File: src/rtl/e_m_pipe_reg_pkg.sv
// rtl/e_m_pipe_reg_pkg.sv - shared constants for the E/M pipeline register and exception merge
package e_m_pipe_reg_pkg;

    localparam logic [4:0] EXC_NONE = 5'd0;
    localparam logic [4:0] EXC_ADEL = 5'd4;
    localparam logic [4:0] EXC_ADES = 5'd5;
    localparam logic [4:0] EXC_OV   = 5'd12;

    localparam logic [1:0] RES_ALU = 2'd0;
    localparam logic [1:0] RES_MDU = 2'd1;
    localparam logic [1:0] RES_PC8 = 2'd2;

    localparam logic [31:0] HANDLER_PC_DEFAULT = 32'h0000_4180;

endpackage

File: src/rtl/e_m_pipe_reg_exc_merge.sv
// rtl/e_m_pipe_reg_exc_merge.sv - em_exc_merge: priority exception merge and write suppression
module em_exc_merge
    import e_m_pipe_reg_pkg::*;
(
    input  logic [4:0] exc_i,
    input  logic       alu_ov_i,
    input  logic       is_load_i,
    input  logic       is_store_i,
    input  logic [4:0] wa_i,
    output logic [4:0] exc_o,
    output logic [4:0] wa_o,
    output logic       is_load_o,
    output logic       is_store_o
);

    always_comb begin
        exc_o = EXC_NONE;
        // An exception from an earlier stage always outranks the E-stage ones.
        if (exc_i != EXC_NONE) begin
            exc_o = exc_i;
        end else if (alu_ov_i && is_load_i) begin
            exc_o = EXC_ADEL;
        end else if (alu_ov_i && is_store_i) begin
            exc_o = EXC_ADES;
        end else if (alu_ov_i) begin
            exc_o = EXC_OV;
        end

        wa_o       = wa_i;
        is_load_o  = is_load_i;
        is_store_o = is_store_i;
        // A faulting instruction must not write a GPR or touch memory.
        if (exc_o != EXC_NONE) begin
            wa_o       = 5'd0;
            is_load_o  = 1'b0;
            is_store_o = 1'b0;
        end
    end

endmodule

File: src/rtl/e_m_pipe_reg.sv
// rtl/e_m_pipe_reg.sv - E/M pipeline register; EM_PERF_CNT_EN adds the m_perf_md MDU-read counter
module e_m_pipe_reg
    import e_m_pipe_reg_pkg::*;
#(
    parameter logic [31:0] HANDLER_PC = HANDLER_PC_DEFAULT,
    parameter int          TNEW_W     = 2
) (
    input  logic              clk,
    input  logic              reset,
    input  logic              req,
    input  logic              flush,
    input  logic              en,
    input  logic [31:0]       e_pc,
    input  logic [31:0]       e_instr,
    input  logic [31:0]       e_alu_res,
    input  logic              e_alu_ov,
    input  logic [31:0]       e_mdu_res,
    input  logic [1:0]        e_res_sel,
    input  logic [31:0]       e_rt_data,
    input  logic [4:0]        e_wa,
    input  logic [TNEW_W-1:0] e_tnew,
    input  logic [4:0]        e_exc,
    input  logic              e_bd,
    input  logic              e_is_load,
    input  logic              e_is_store,
    output logic [31:0]       m_pc,
    output logic [31:0]       m_instr,
    output logic [31:0]       m_res,
    output logic [31:0]       m_rt_data,
    output logic [4:0]        m_wa,
    output logic [TNEW_W-1:0] m_tnew,
    output logic [4:0]        m_exc,
    output logic              m_bd,
    output logic              m_is_load,
`ifdef EM_PERF_CNT_EN
    output logic [31:0]       m_perf_md,
`endif
    output logic              m_is_store
);

    logic [4:0]        mrg_exc;
    logic [4:0]        mrg_wa;
    logic              mrg_is_load;
    logic              mrg_is_store;
    logic [31:0]       sel_res;
    logic [TNEW_W-1:0] aged_tnew;

    logic [31:0]       pc_q, pc_d;
    logic [31:0]       instr_q, instr_d;
    logic [31:0]       res_q, res_d;
    logic [31:0]       rt_data_q, rt_data_d;
    logic [4:0]        wa_q, wa_d;
    logic [TNEW_W-1:0] tnew_q, tnew_d;
    logic [4:0]        exc_q, exc_d;
    logic              bd_q, bd_d;
    logic              is_load_q, is_load_d;
    logic              is_store_q, is_store_d;

    em_exc_merge u_exc_merge (
        .exc_i      (e_exc),
        .alu_ov_i   (e_alu_ov),
        .is_load_i  (e_is_load),
        .is_store_i (e_is_store),
        .wa_i       (e_wa),
        .exc_o      (mrg_exc),
        .wa_o       (mrg_wa),
        .is_load_o  (mrg_is_load),
        .is_store_o (mrg_is_store)
    );

    always_comb begin
        case (e_res_sel)
            RES_MDU: sel_res = e_mdu_res;
            RES_PC8: sel_res = e_pc + 32'd8;
            default: sel_res = e_alu_res;
        endcase
        // Tnew saturates at zero so a ready result never looks pending again.
        aged_tnew = (e_tnew == '0) ? '0 : e_tnew - TNEW_W'(1);
    end

    always_comb begin
        pc_d       = pc_q;
        instr_d    = instr_q;
        res_d      = res_q;
        rt_data_d  = rt_data_q;
        wa_d       = wa_q;
        tnew_d     = tnew_q;
        exc_d      = exc_q;
        bd_d       = bd_q;
        is_load_d  = is_load_q;
        is_store_d = is_store_q;

        if (req || flush) begin
            pc_d       = req ? HANDLER_PC : e_pc;
            bd_d       = req ? 1'b0 : e_bd;
            instr_d    = '0;
            res_d      = '0;
            rt_data_d  = '0;
            wa_d       = '0;
            tnew_d     = '0;
            exc_d      = EXC_NONE;
            is_load_d  = 1'b0;
            is_store_d = 1'b0;
        end else if (en) begin
            pc_d       = e_pc;
            instr_d    = e_instr;
            res_d      = sel_res;
            rt_data_d  = e_rt_data;
            wa_d       = mrg_wa;
            tnew_d     = aged_tnew;
            exc_d      = mrg_exc;
            bd_d       = e_bd;
            is_load_d  = mrg_is_load;
            is_store_d = mrg_is_store;
        end
    end

    always_ff @(posedge clk) begin
        if (reset) begin
            pc_q       <= '0;
            instr_q    <= '0;
            res_q      <= '0;
            rt_data_q  <= '0;
            wa_q       <= '0;
            tnew_q     <= '0;
            exc_q      <= EXC_NONE;
            bd_q       <= 1'b0;
            is_load_q  <= 1'b0;
            is_store_q <= 1'b0;
        end else begin
            pc_q       <= pc_d;
            instr_q    <= instr_d;
            res_q      <= res_d;
            rt_data_q  <= rt_data_d;
            wa_q       <= wa_d;
            tnew_q     <= tnew_d;
            exc_q      <= exc_d;
            bd_q       <= bd_d;
            is_load_q  <= is_load_d;
            is_store_q <= is_store_d;
        end
    end

`ifdef EM_PERF_CNT_EN
    logic [31:0] perf_md_q, perf_md_d;

    // Survives req and flush so software can sample it across exceptions.
    always_comb begin
        perf_md_d = perf_md_q;
        if (!req && !flush && en && e_res_sel == RES_MDU && mrg_exc == EXC_NONE) begin
            perf_md_d = perf_md_q + 32'd1;
        end
    end

    always_ff @(posedge clk) begin
        if (reset) begin
            perf_md_q <= '0;
        end else begin
            perf_md_q <= perf_md_d;
        end
    end

    assign m_perf_md = perf_md_q;
`endif

    assign m_pc       = pc_q;
    assign m_instr    = instr_q;
    assign m_res      = res_q;
    assign m_rt_data  = rt_data_q;
    assign m_wa       = wa_q;
    assign m_tnew     = tnew_q;
    assign m_exc      = exc_q;
    assign m_bd       = bd_q;
    assign m_is_load  = is_load_q;
    assign m_is_store = is_store_q;

endmodule

File: config.mk
export PLATFORM = sky130hd
export DESIGN_NAME = e_m_pipe_reg
export DESIGN_NICKNAME = d
export VERILOG_FILES = /design/src/rtl/e_m_pipe_reg_pkg.sv /design/src/rtl/e_m_pipe_reg_exc_merge.sv /design/src/rtl/e_m_pipe_reg.sv
export SDC_FILE = /design/constraint.sdc
export NUM_CORES = 1
export LEC_CHECK = 0
export ABC_AREA = 1
export BUFFER_PORTS_ARGS = -buffer_cell sky130_fd_sc_hd__buf_2
export CORE_AREA = 2 2 197 102
export CTS_BUF_LIST = sky130_fd_sc_hd__clkbuf_2
export DETAILED_ROUTE_END_ITERATION = 6
export DIE_AREA = 0 0 199 104
export GPL_ROUTABILITY_DRIVEN = 0
export PLACE_DENSITY_LB_ADDON = 0.15
export SLEW_MARGIN = 20
export SYNTH_ARGS = -nofsm -noshare
export SYNTH_HDL_FRONTEND = slang
export SYNTH_SLANG_ARGS = --single-unit
File: constraint.sdc
create_clock -name clk -period 3 [get_ports clk]
set_clock_uncertainty 0.15 [all_clocks]
set_input_delay 0.3 -clock clk [delete_from_list [all_inputs] [get_ports clk]]
set_output_delay 0.3 -clock clk [all_outputs]
set_load 0.02 [all_outputs]
# After elaboration in Yosys (flattened, before gate mapping)
# Index checks and enable logic that the tools add are counted.
# op_classes
muxes	15
addsub	2
reduce_logical	8
eq_ne	2
# op_table
operator	count
32-bit two-way mux	3
32-bit case mux with 2 select lines	1
32-bit by 4-bit adder with 32-bit output, second input constant	1
5-bit two-way mux	4
5-bit nonzero test	2
1-bit two-way mux	5
4-bit two-way mux	1
2-bit by 1-bit equality test with 1-bit output, second input constant	1
2-bit equality test, second input constant	1
1-bit logical AND	2
2-bit zero test	1
2-bit two-way mux	1
2-bit nonzero test	1
2-bit OR reduction	1
2-bit by 1-bit subtractor with 2-bit output, second input constant	1
1-bit logical OR	1
# word_totals
reg_bits	143
out_inout_bits	143
input_bits	183

# Depth between registers and ports, before layout
# depth
word_depth	6
depth_mapped	11
depth_no_buf	11

# Cells and area by module
# From an unflattened synthesis, not the netlist that was laid out.
# unflattened
hier_cells	977
area_unflattened_um2	6621.4
# by_module_without_submodules
mod	cells_per_inst	instances	area_each_um2
e_m_pipe_reg	944	1	6467.5
em_exc_merge	33	1	153.9

# Least setup slack after synthesis
# Ideal clock, no wire load.
# synth_timing
path_type	input to register
from	input e_res_sel[0]
to	register res_q[10], in the netlist m_res[10]
arrival_ps	1384
stages	8
setup_slack_ps	1396
setup_ps	70
cell_sequence	inv_1 -> ha_1 -> clkbuf_1 -> inv_1 -> buf_2 -> buf_2 -> o21ai_0 -> a21oi_1
# synth_between
elab_chain_cells	2
elab_cells_between_ends	3
cone_classes	2 x eq/ne; 1 x mux
# synth_rtl
item	line_no	source
start: declaration	e_m_pipe_reg.sv:18	input logic [1:0] e_res_sel,
2-bit equality test or 2-bit by 1-bit equality test with 1-bit output (tied branches)	e_m_pipe_reg.sv:72	case (e_res_sel)
32-bit case mux with 2 select lines *	e_m_pipe_reg.sv:72	
end signal: assignment	e_m_pipe_reg.sv:133	res_q <= res_d;
end: declaration	e_m_pipe_reg.sv:50	logic [31:0] res_q, res_d;
# Every way passes the cells marked *; elsewhere a longest branch is shown, timed or not.
# A chain may end at the register's enable or synchronous reset.

# Worst setup path in the final report
# layout_timing
from	input e_res_sel[0]
to	register res_q[16], in the netlist m_res[16]
# The elaborated chain is that of the path after synthesis.

==> impl_metrics.env <==
export IMPL_rows=36
export IMPL_fmax_mhz=425
export IMPL_synth_edf_count=0
export IMPL_drt_total_wl_um=27200
export IMPL_slew_violations=0
export IMPL_grt_overflow=0
export IMPL_ys_warnings_count=0
export IMPL_synth_fp_nets=1121
export IMPL_coreArea_um2=19100
export IMPL_first_iter_violations=578
export IMPL_clock_sinks=143
export IMPL_drt_antenna_violating_nets=0
export IMPL_yosysSeqAreaShare_pct=43.7
export IMPL_crit_path_end_kind="flop"
export IMPL_synth_area_um2=6550
export IMPL_ctsResizeCount=0
export IMPL_yosys_register_bits=143
export IMPL_grt_use_total_pct=25.9
export IMPL_dr_pass1_iters=5
export IMPL_synth_cells=935
export IMPL_rsz0062_at_grt="no"
export IMPL_hold_viol=0
export IMPL_hp_class="in -> reg"
export IMPL_ir_drop_uv=245
export IMPL_synth_area_per_cell_um2=7.01
export IMPL_clockPowerShare_pct=35.0
export IMPL_nFillCells=1813
export IMPL_finalNonFillerCells=1756
export IMPL_grt_max_degree=73
export IMPL_synthFlopType="dfxtp_1"
export IMPL_tns_ns=0
export IMPL_power_leakage_nw=5.21
export IMPL_routed_via_count=8323
export IMPL_root_buffer="clkbuf_2"
export IMPL_post_route_drc_count=0
export IMPL_place_inst=1482
export IMPL_tightest_slew_ns=0.742
export IMPL_grt_pass1_vias=8153
export IMPL_max_slew_margin_pct=50.5
export IMPL_async_flop_share_pct=0
export IMPL_start_kind="input port"
export IMPL_numPortBuffers=325
export IMPL_fin_area_um2=11100
export IMPL_nets=1663
export IMPL_r2r_setup_slack_ns=1.01
export IMPL_crit_required_ns=3.54
export IMPL_cp_arrival_ns=2.89
export IMPL_pwr_share_comb_pct=20.3
export IMPL_die_area_um2=20700
export IMPL_yosysTopAreaCell="dfxtp_1"
export IMPL_antenna_found_initial=2
export IMPL_status="completed"
export IMPL_min_period_over_period_pct=78.5
export IMPL_postCtsSetupRepairBufs=0
export IMPL_grt_first_pass_wirelength_um=42200
export IMPL_worst_path_max_fanout=17
export IMPL_setup_viol=0
export IMPL_multiInputGateArea_um2=3240
export IMPL_dpl_hpwl_um=18000
export IMPL_regArea_um2=2860
export IMPL_seq_power_share_pct=44.6
export IMPL_cts_htree_levels=4
export IMPL_final_core_util_pct=58.2
export IMPL_critPathKind="in -> reg"
export IMPL_clk_latency_ns=0.73
export IMPL_synth_cell_types=38
export IMPL_dpl_instance_area_um2=8330
export IMPL_sw_frac_of_total_pct=28.1
export IMPL_synth_area_top_cells="dfxtp_1 (44%), nand2_1 (17%), a21oi_1 (12%)"
export IMPL_cts_tree="done"
export IMPL_maxCapViolCount=0
export IMPL_p_int_mw=3.19
export IMPL_cts_hold_buf=242
export IMPL_cts_made_buffers=17
export IMPL_ios=326
export IMPL_area_growth_pct=69.3
export IMPL_p_switching_mw=1.25
export IMPL_avgViaCountPerCell=4.74
export IMPL_synth_common_cells="nand2_1 (303), a21oi_1 (151), dfxtp_1 (143)"
export IMPL_clk_pin_slew_worst_paths_ns=0.22
export IMPL_cts_buffer_depth=2
export IMPL_die_h_um=104
export IMPL_yosysTopAreaCellShare_pct=43.7
export IMPL_fin_crit_ns=2.36
export IMPL_avgRoutedWirePerCell_um=15.5
export IMPL_layout_drive_gt1_share_pct=27.1
export IMPL_synth_most_common_cell="nand2_1"
export IMPL_start_util_pct=34.4
export IMPL_powerDensity_nw_per_um2=400
export IMPL_die_w_um=199
## cell type report
type	count	area share (%)
Antenna cell	1	0.0226
Clock buffer	19	0.857
Clock inverter	12	2.16
Inverter	41	1.42
Multi-Input combinational cell	694	29.2
Sequential cell	143	25.8
Tap cell	266	3.00
Timing Repair Buffer	580	37.5
## flip-flops by register name, indices dropped and copies added, names as in the netlist
register and count:
m_instr 32, m_wa 5, m_res 32, m_bd 1, m_is_load 1, m_tnew 2, m_is_store 1, m_rt_data 32
m_exc 5, m_pc 32
## power groups by stage
stage / Combinational, mW / Clock [mW] / Sequential (mW)
2_1_floorplan: 0.300 / 0 / 2.07
3_3_place_gp: 0.633 / 0 / 2.01
3_5_place_dp: 0.636 / 0 / 2.01
4_1_cts: 0.882 / 1.58 / 1.98
5_1_grt: 0.981 / 1.66 / 1.98
6_report: 0.902 / 1.55 / 1.98
## cells in the final DEF (no fill, tap or decap), types with 2 or more instances in the layout
master / n
buf_2: 325
nand2_1: 303
dlygate4sd3_1: 242
a21oi_1: 151
dfxtp_1: 143
nor2_1: 89
inv_1: 38
nand3_1: 38
o21ai_0: 32
clkbuf_2: 19
a22oi_1: 18
buf_4: 12
nor2_2: 9
a21oi_2: 8
bufinv_16: 7
nor2_4: 6
nand2_2: 5
o21bai_1: 4
a21o_1: 4
a22o_1: 4
o21ai_1: 3
ha_1: 3
clkinv_1: 3
nor3_2: 2
nand2_4: 2
xor2_1: 2
nor3_1: 2
nand3b_1: 2
a211oi_1: 2
## metrics by stage
| step | worst slack, ns | hold WS (ns) | total power [mW] |
|---|---|---|---|
| 2_1_floorplan | 1.40 | 0.287 | 2.37 |
| 5_1_grt | 0.635 | 0.0843 | 4.63 |
| 3_3_place_gp | 1.06 | 0.295 | 2.65 |
| 6_report | 0.644 | 0.179 | 4.43 |
| 4_1_cts | 0.796 | 0.0785 | 4.43 |
| 3_5_place_dp | 1.03 | 0.299 | 2.65 |
## worst paths after layout
path,from,endpoint,depth (start not counted)
worst max-delay path,e_res_sel[0],m_res[16],10
worst min-delay path,e_instr[30],m_instr[30],4
worst max register to register,m_pc[0],m_pc[0],4
worst min register to register,m_instr[9],m_instr[9],2
## worst max-delay path: stages
cell and delay [ns]:
buf_2 0.09, inv_1 0.04, ha_1 0.30, inv_1 0.44, buf_12 0.23, o21ai_0 0.08, dlygate4sd3_1 0.58, a21o_1 0.15
dlygate4sd3_1 0.56, a21oi_1 0.12
## layer usage
layer | track usage [%] | part of all wire (%) | vias to the layer above
li1 | - | - | 4123
met1 | 34.7 | 46 | 3802
met2 | 40.7 | 44 | 362
met3 | 7.88 | 9.0 | 34
met4 | 6.40 | 1.6 | 2
met5 | 0 | 0.048 | -
## cell families after synthesis
group | Yosys count | share of synthesized area [%]
compound gates | 227 | 19.1
buf+inv | 98 | 6.88
fa+ha+maj | 3 | 0.573
flops | 143 | 43.7
simple gates | 462 | 29.5
xor+xnor | 2 | 0.267
No activity file was read; power rests on OpenSTA's default activity.
